<file path="src/rtl/cache_valid_sequencer.sv">
// cache_valid_sequencer
//   Owns the single write port of a cache valid-bit array. Line fills set a
//   valid bit, single-line invalidates clear one, and a flush-all sweep clears
//   every set at one set per clock. Tag lookups stall while the sweep runs.
//
// Ports
//   clk, reset                 clock, synchronous active-high reset
//   flush_all_req              sweep request (a pulse is enough)
//   flush_all_busy             sweep in progress (registered)
//   flush_all_done             one-cycle pulse after the last sweep write
//   lookup_stall               same as flush_all_busy
//   fill_en/fill_set/fill_ack  fill request; held until acked
//   inval_en/inval_set/inval_ack  invalidate request; held until acked
//   va_wr_enable/va_wr_addr/va_wr_is_valid  valid array write port
module cache_valid_sequencer #(
    parameter int NUM_SETS   = 32,
    parameter int ADDR_WIDTH = $clog2(NUM_SETS)
) (
    input  logic                  clk,
    input  logic                  reset,
    input  logic                  flush_all_req,
    output logic                  flush_all_busy,
    output logic                  flush_all_done,
    output logic                  lookup_stall,
    input  logic                  fill_en,
    input  logic [ADDR_WIDTH-1:0] fill_set,
    output logic                  fill_ack,
    input  logic                  inval_en,
    input  logic [ADDR_WIDTH-1:0] inval_set,
    output logic                  inval_ack,
    output logic                  va_wr_enable,
    output logic [ADDR_WIDTH-1:0] va_wr_addr,
    output logic                  va_wr_is_valid
);

    typedef enum logic {IDLE, SWEEP} state_t;

    localparam logic [ADDR_WIDTH-1:0] LAST_SET = ADDR_WIDTH'(NUM_SETS - 1);

    state_t                state, state_next;
    logic [ADDR_WIDTH-1:0] counter, counter_next;
    logic                  sweep_last;

    assign sweep_last     = (state == SWEEP) && (counter == LAST_SET);
    assign flush_all_busy = (state == SWEEP);
    assign lookup_stall   = flush_all_busy;

    always_ff @(posedge clk) begin
        if (reset) begin
            state          <= IDLE;
            counter        <= '0;
            flush_all_done <= 1'b0;
        end else begin
            state          <= state_next;
            counter        <= counter_next;
            // Done lands the cycle after the final sweep write, when busy has dropped.
            flush_all_done <= sweep_last;
        end
    end

    always_comb begin
        state_next     = state;
        counter_next   = counter;
        fill_ack       = 1'b0;
        inval_ack      = 1'b0;
        va_wr_enable   = 1'b0;
        va_wr_addr     = '0;
        va_wr_is_valid = 1'b0;

        case (state)
            IDLE: begin
                if (flush_all_req) begin
                    state_next   = SWEEP;
                    counter_next = '0;
                end
                // Invalidate wins over fill; a same-set fill simply retries next cycle.
                if (inval_en) begin
                    inval_ack    = 1'b1;
                    va_wr_enable = 1'b1;
                    va_wr_addr   = inval_set;
                end else if (fill_en) begin
                    fill_ack       = 1'b1;
                    va_wr_enable   = 1'b1;
                    va_wr_addr     = fill_set;
                    va_wr_is_valid = 1'b1;
                end
            end
            SWEEP: begin
                va_wr_enable = 1'b1;
                va_wr_addr   = counter;
                // The sweep clears every set anyway, so invalidates complete for free.
                // Fills are held off so nothing becomes valid behind the sweep.
                inval_ack    = inval_en;
                counter_next = counter + 1'b1;
                if (sweep_last) begin
                    state_next = IDLE;
                end
                // flush_all_req is coalesced into the running sweep.
            end
            default: state_next = IDLE;
        endcase

        // Nothing reaches the array or the requesters while reset is held.
        if (reset) begin
            fill_ack     = 1'b0;
            inval_ack    = 1'b0;
            va_wr_enable = 1'b0;
        end
    end

endmodule
</file>
<file path="config.mk">
export PLATFORM = sky130hd
export DESIGN_NAME = cache_valid_sequencer
export DESIGN_NICKNAME = d
export VERILOG_FILES = /design/src/rtl/cache_valid_sequencer.sv
export SDC_FILE = /design/constraint.sdc
export NUM_CORES = 1
export LEC_CHECK = 0
export ABC_AREA = 1
export CAP_MARGIN = 20
export CORE_AREA = 2 2 39 41
export DETAILED_ROUTE_END_ITERATION = 8
export DIE_AREA = 0 0 41 43
export PLACE_DENSITY = 0.8
export SLEW_MARGIN = 20
export SYNTH_ARGS = -nofsm -noshare
export SYNTH_HDL_FRONTEND = slang
export SYNTH_SLANG_ARGS = --single-unit
export TNS_END_PERCENT = 1
</file>
<file path="constraint.sdc">
create_clock -name clk -period 2.3 [get_ports clk]
set_clock_uncertainty 0.2 [all_clocks]
set_input_delay 0.345 -clock clk [delete_from_list [all_inputs] [get_ports clk]]
set_output_delay 0.345 -clock clk [all_outputs]
set_load 0.01 [all_outputs]
</file>
== Word-level counts from Yosys, hierarchy flattened ==
Index checks and enable logic that the tools add are counted.

* Reduce and logical (&&, ||, !) cells: 1
* Muxes and demuxes: 18
* Shifts and indexed selects: 0
* $lt $le $gt $ge: 0
* Bitwise logic cells: 1
* $add $sub $neg: 1
* Div/mod/pow operators: 0
* Eq/ne operators: 2
* Multiply operators: 0

{| class="wikitable"
|+ Operator list
! cell !! number
|-
| case mux 5 bit (2 select lines) || 2
|-
| two-way mux 5 bit || 3
|-
| two-way mux 1 bit || 10
|-
| case mux 1 bit (2 select lines) || 3
|-
| adder 5 x 1 -> 5 bit, second input constant || 1
|-
| == test 5 bit, second input constant || 1
|-
| inequality test 2 bit, second input constant || 1
|-
| logical AND 1 bit || 1
|-
| NOT 1 bit || 1
|}

* Bits in writable memories: 0
* ROM bits: 0
* Output and inout bits: 12
* Register bits after elaboration: 7
* Logic and storage cells: 26
* Input bits: 15
* Memories kept: 0
* Bits in latches: 0

== Longest topological paths before layout ==
Gate-level depths: netlist of the first run.

* Word-level depth: 4
* Mapped depth: 7

== Worst setup path before layout of the first run ==
No wires, ideal clock.

* Path kind: reg-to-output
* Start point: register state (netlist: flush_all_busy)
* End point: output fill_ack
* Cell stages (with the launch flop): 3
* Path slack: 0.723 ns
* Arrival: 1.032 ns
* Data required time: 1.755 ns
* Path through: dfxtp_1 buf_4 nor4_1

* Word-level cells in the longest chain between the ends: 2

{| class="wikitable"
|+ Ends and longest elaborated chain
! item !! line !! source
|-
| start, declared || 40 || <nowiki>state_t state, state_next;</nowiki>
|-
| start signal, assigned || 54 || <nowiki>state <= state_next;</nowiki>
|-
| two-way mux 1 bit || 70 || <nowiki>case (state)</nowiki>
|-
| two-way mux 1 bit || 104 || <nowiki>if (reset) begin</nowiki>
|-
| end, declared || 27 || <nowiki>output logic fill_ack,</nowiki>
|}

No other way between the ends.

== Final worst setup path of the first run ==
* Start point: input fill_en
* End point: output va_wr_is_valid

* Word-level cells in the longest chain between the ends: 3

{| class="wikitable"
|+ Ends and longest elaborated chain
! item !! line !! source
|-
| start, declared || 25 || <nowiki>input logic fill_en,</nowiki>
|-
| two-way mux 1 bit || 81 || <nowiki>end else if (fill_en) begin</nowiki>
|-
| two-way mux 1 bit || 77 || <nowiki>if (inval_en) begin</nowiki>
|-
| two-way mux 1 bit || 70 ||
|-
| end, declared || 33 || <nowiki>output logic va_wr_is_valid</nowiki>
|}

No other way between the ends.

==> results of run 1 <==
## Yosys cell counts
cell / n / share of area
a31oi_1: 1 / 0.014
a21oi_1: 6 / 0.069
buf_4: 2 / 0.034
ha_1: 2 / 0.057
a21boi_1: 1 / 0.017
nor3_2: 1 / 0.023
dfxtp_1: 7 / 0.32
inv_2: 1 / 0.0086
nor2_1: 11 / 0.095
nor4_1: 1 / 0.014
or2_1: 1 / 0.014
inv_1: 4 / 0.034
nand3_1: 7 / 0.080
clkbuf_1: 1 / 0.0086
nand2_1: 24 / 0.21
## power by group
part / switching, mW / internal [mW]
clock network: 0.0476 / 0.0663
logic: 0.0391 / 0.0532
registers: 0.00469 / 0.125
## registers in the layout, summed over array words and instances (netlist names)
| register | count |
|---|---|
| counter | 5 |
| flush_all_busy | 1 |
| flush_all_done | 1 |
## cell type report
| type | count | area, um^2 | share of cell area |
|---|---|---|---|
| clock buffers | 4 | 26.3 | 0.0343 |
| inverters | 5 | 18.8 | 0.0245 |
| multi-input cells | 55 | 269 | 0.351 |
| flip-flops and latches | 7 | 140 | 0.183 |
| well taps | 16 | 20.0 | 0.0261 |
| repair buffers | 29 | 292 | 0.381 |
## critical path: cells and delay by family
family	cells	cell delay, ns
buffers and inverters	3	1.11
and+or+nand+nor	1	0.19
## final timing paths
check / from / to / slack, ns / cells past startpoint
max: fill_en / va_wr_is_valid / 0.10 / 4
max reg2reg: flush_all_busy / counter[3] / 0.89 / 6
min: counter[4] / counter[4] / 0.28 / 2
min reg2reg: counter[4] / counter[4] / 0.28 / 2
## metal layers
metal / part of all wire / global-route usage / up-vias
met5: 0 / 0 / -
met4: 0.016 / 0.0800 / 0
met3: 0.17 / 0.0733 / 2
met2: 0.44 / 0.253 / 27
met1: 0.37 / 0.137 / 222
li1: - / - / 286
## cells by family (layout without fill, tap and decap cells)
group | count (synthesis) | in the layout | share of synthesized area
AND/OR/NAND/NOR | 45 | 45 | 0.434
AO/OA/AOI/OAI | 8 | 8 | 0.101
buffers and inverters | 8 | 38 | 0.0862
flip-flops | 7 | 7 | 0.322
adder cells (fa/ha/maj) | 2 | 2 | 0.0575
## repair_timing
action | in CTS | in global routing
resized for setup | 5 | 6
cloned | 0 | 0
hold buffers | 0 | 0
setup endpoints to repair | 7 | 5
==> flow_summary.ini, run 1 <==
[outcome]
status = complete, no violations

[sta]
fin_setup_tns_ns = 0
worst_pin_slew_ns = 0.288
layout_min_cycle_time_ns = 2.20
slew_viol_final = 0
timing.fmax_ghz = 0.455
slew_headroom = 0.808
setup_viol = 0
rsz0062_at_grt = false
fin_crit_sh = 0.955
setup_slack_ns = 0.104
finalHoldViolCount = 0
fin_hold_ws_ns = 0.285

[route]
dr.first_iter.drc_count = 1
ant_nets = 0
wl_per_cell_um = 10.5
vias = 537
drt-pass1-iter-count = 4
viasPerCell = 4.63
routed_wl_um = 1220
route.detailed.drc = 0

[logic_synthesis]
synth.net_count = 87
netlist_instances = 70
yosysWarnings = 0
post_synth.cell_area_avg_um2 = 6.22
synth_seq_cells = 7
yosysUniqueCellTypes = 15
synth_seq_area_share = 0.322
synth_area_um2 = 435

[placement]
port_buffers = 26
place_congestion = 0.769
place_hpwl_um = 1010
place_area_um2 = 719
place_inst = 112
pre_cts_slack_ns = -0.156

[floorplan]
pin_count = 27
dieArea_um2 = 1760
core_um2 = 1380
chipWidth_um = 41
start_util = 0.315
rows = 14
fp.dieH_um = 43

[power_and_ir_drop]
power_mw = 0.335
power.density_nw_per_um2 = 438
leakage_nw = 0.389
ir_drop_mv = 0.245

[final_layout]
fin_cells = 116
fill_cells = 129
postLayoutCellArea_um2 = 766
fin_nets = 118
final_layout_size_suffix_gt1_frac = 0.100
antenna_cells = 0
final_cell_mix = nand2_1 (24), clkdlybuf4s50_1 (18), nor2_1 (9), nand3_1 (7), dfxtp_1 (7)
area_growth_pct = 75.9
fin_util = 0.553
final_common_cell = nand2_1

[worst_setup_path]
cp_common_cell = clkdlybuf4s50_1
cp_slowest_cell = clkdlybuf4s50_1
end_kind = output port
cp_slowest_stage_delay_ns = 0.57
critPathLaunchType = input port
crit_fanout = 4
required_ns = 1.75
worstPathArrival_ns = 1.65
path_class = in -> out
cp_cell_sequence = clkdlybuf4s50_1 -> inv_1 -> nor3_4 -> clkdlybuf4s50_1

[global_routing]
grt_pass1_vias = 481
track_usage = 0.150
grt_pass1_wl_um = 1770
grt_max_degree = 13
antenna_found_initial = 0
grt.overflow.total = 0

[clocking]
clkTransAtPathRegs_ns = 0.05
numCtsBuffers = 3
cts_root_buf = clkbuf_4
cts_tree = built
clock_tree.buffer_depth = 2
clock_sinks = 7
cts_setup_buffers = 0
cts_max_level = 1
clk_latency_ns = 0.26

[flow_run]
max-cap-violations = 0

[min_path]
holdCritPathClass = reg -> reg
No activity file was read; power rests on OpenSTA's default activity.
==> inputs of run 2 (changes only) <==
SLEW_MARGIN = 5   (was 20)
==> results of run 2 <==
No change in the layout: final DEF, timing and power equal those of run 1.
==> inputs of run 3 (changes only) <==
SLEW_MARGIN = 20   (was 5)
==> results of run 3 <==
No change in the layout: final DEF, timing and power equal those of run 1.
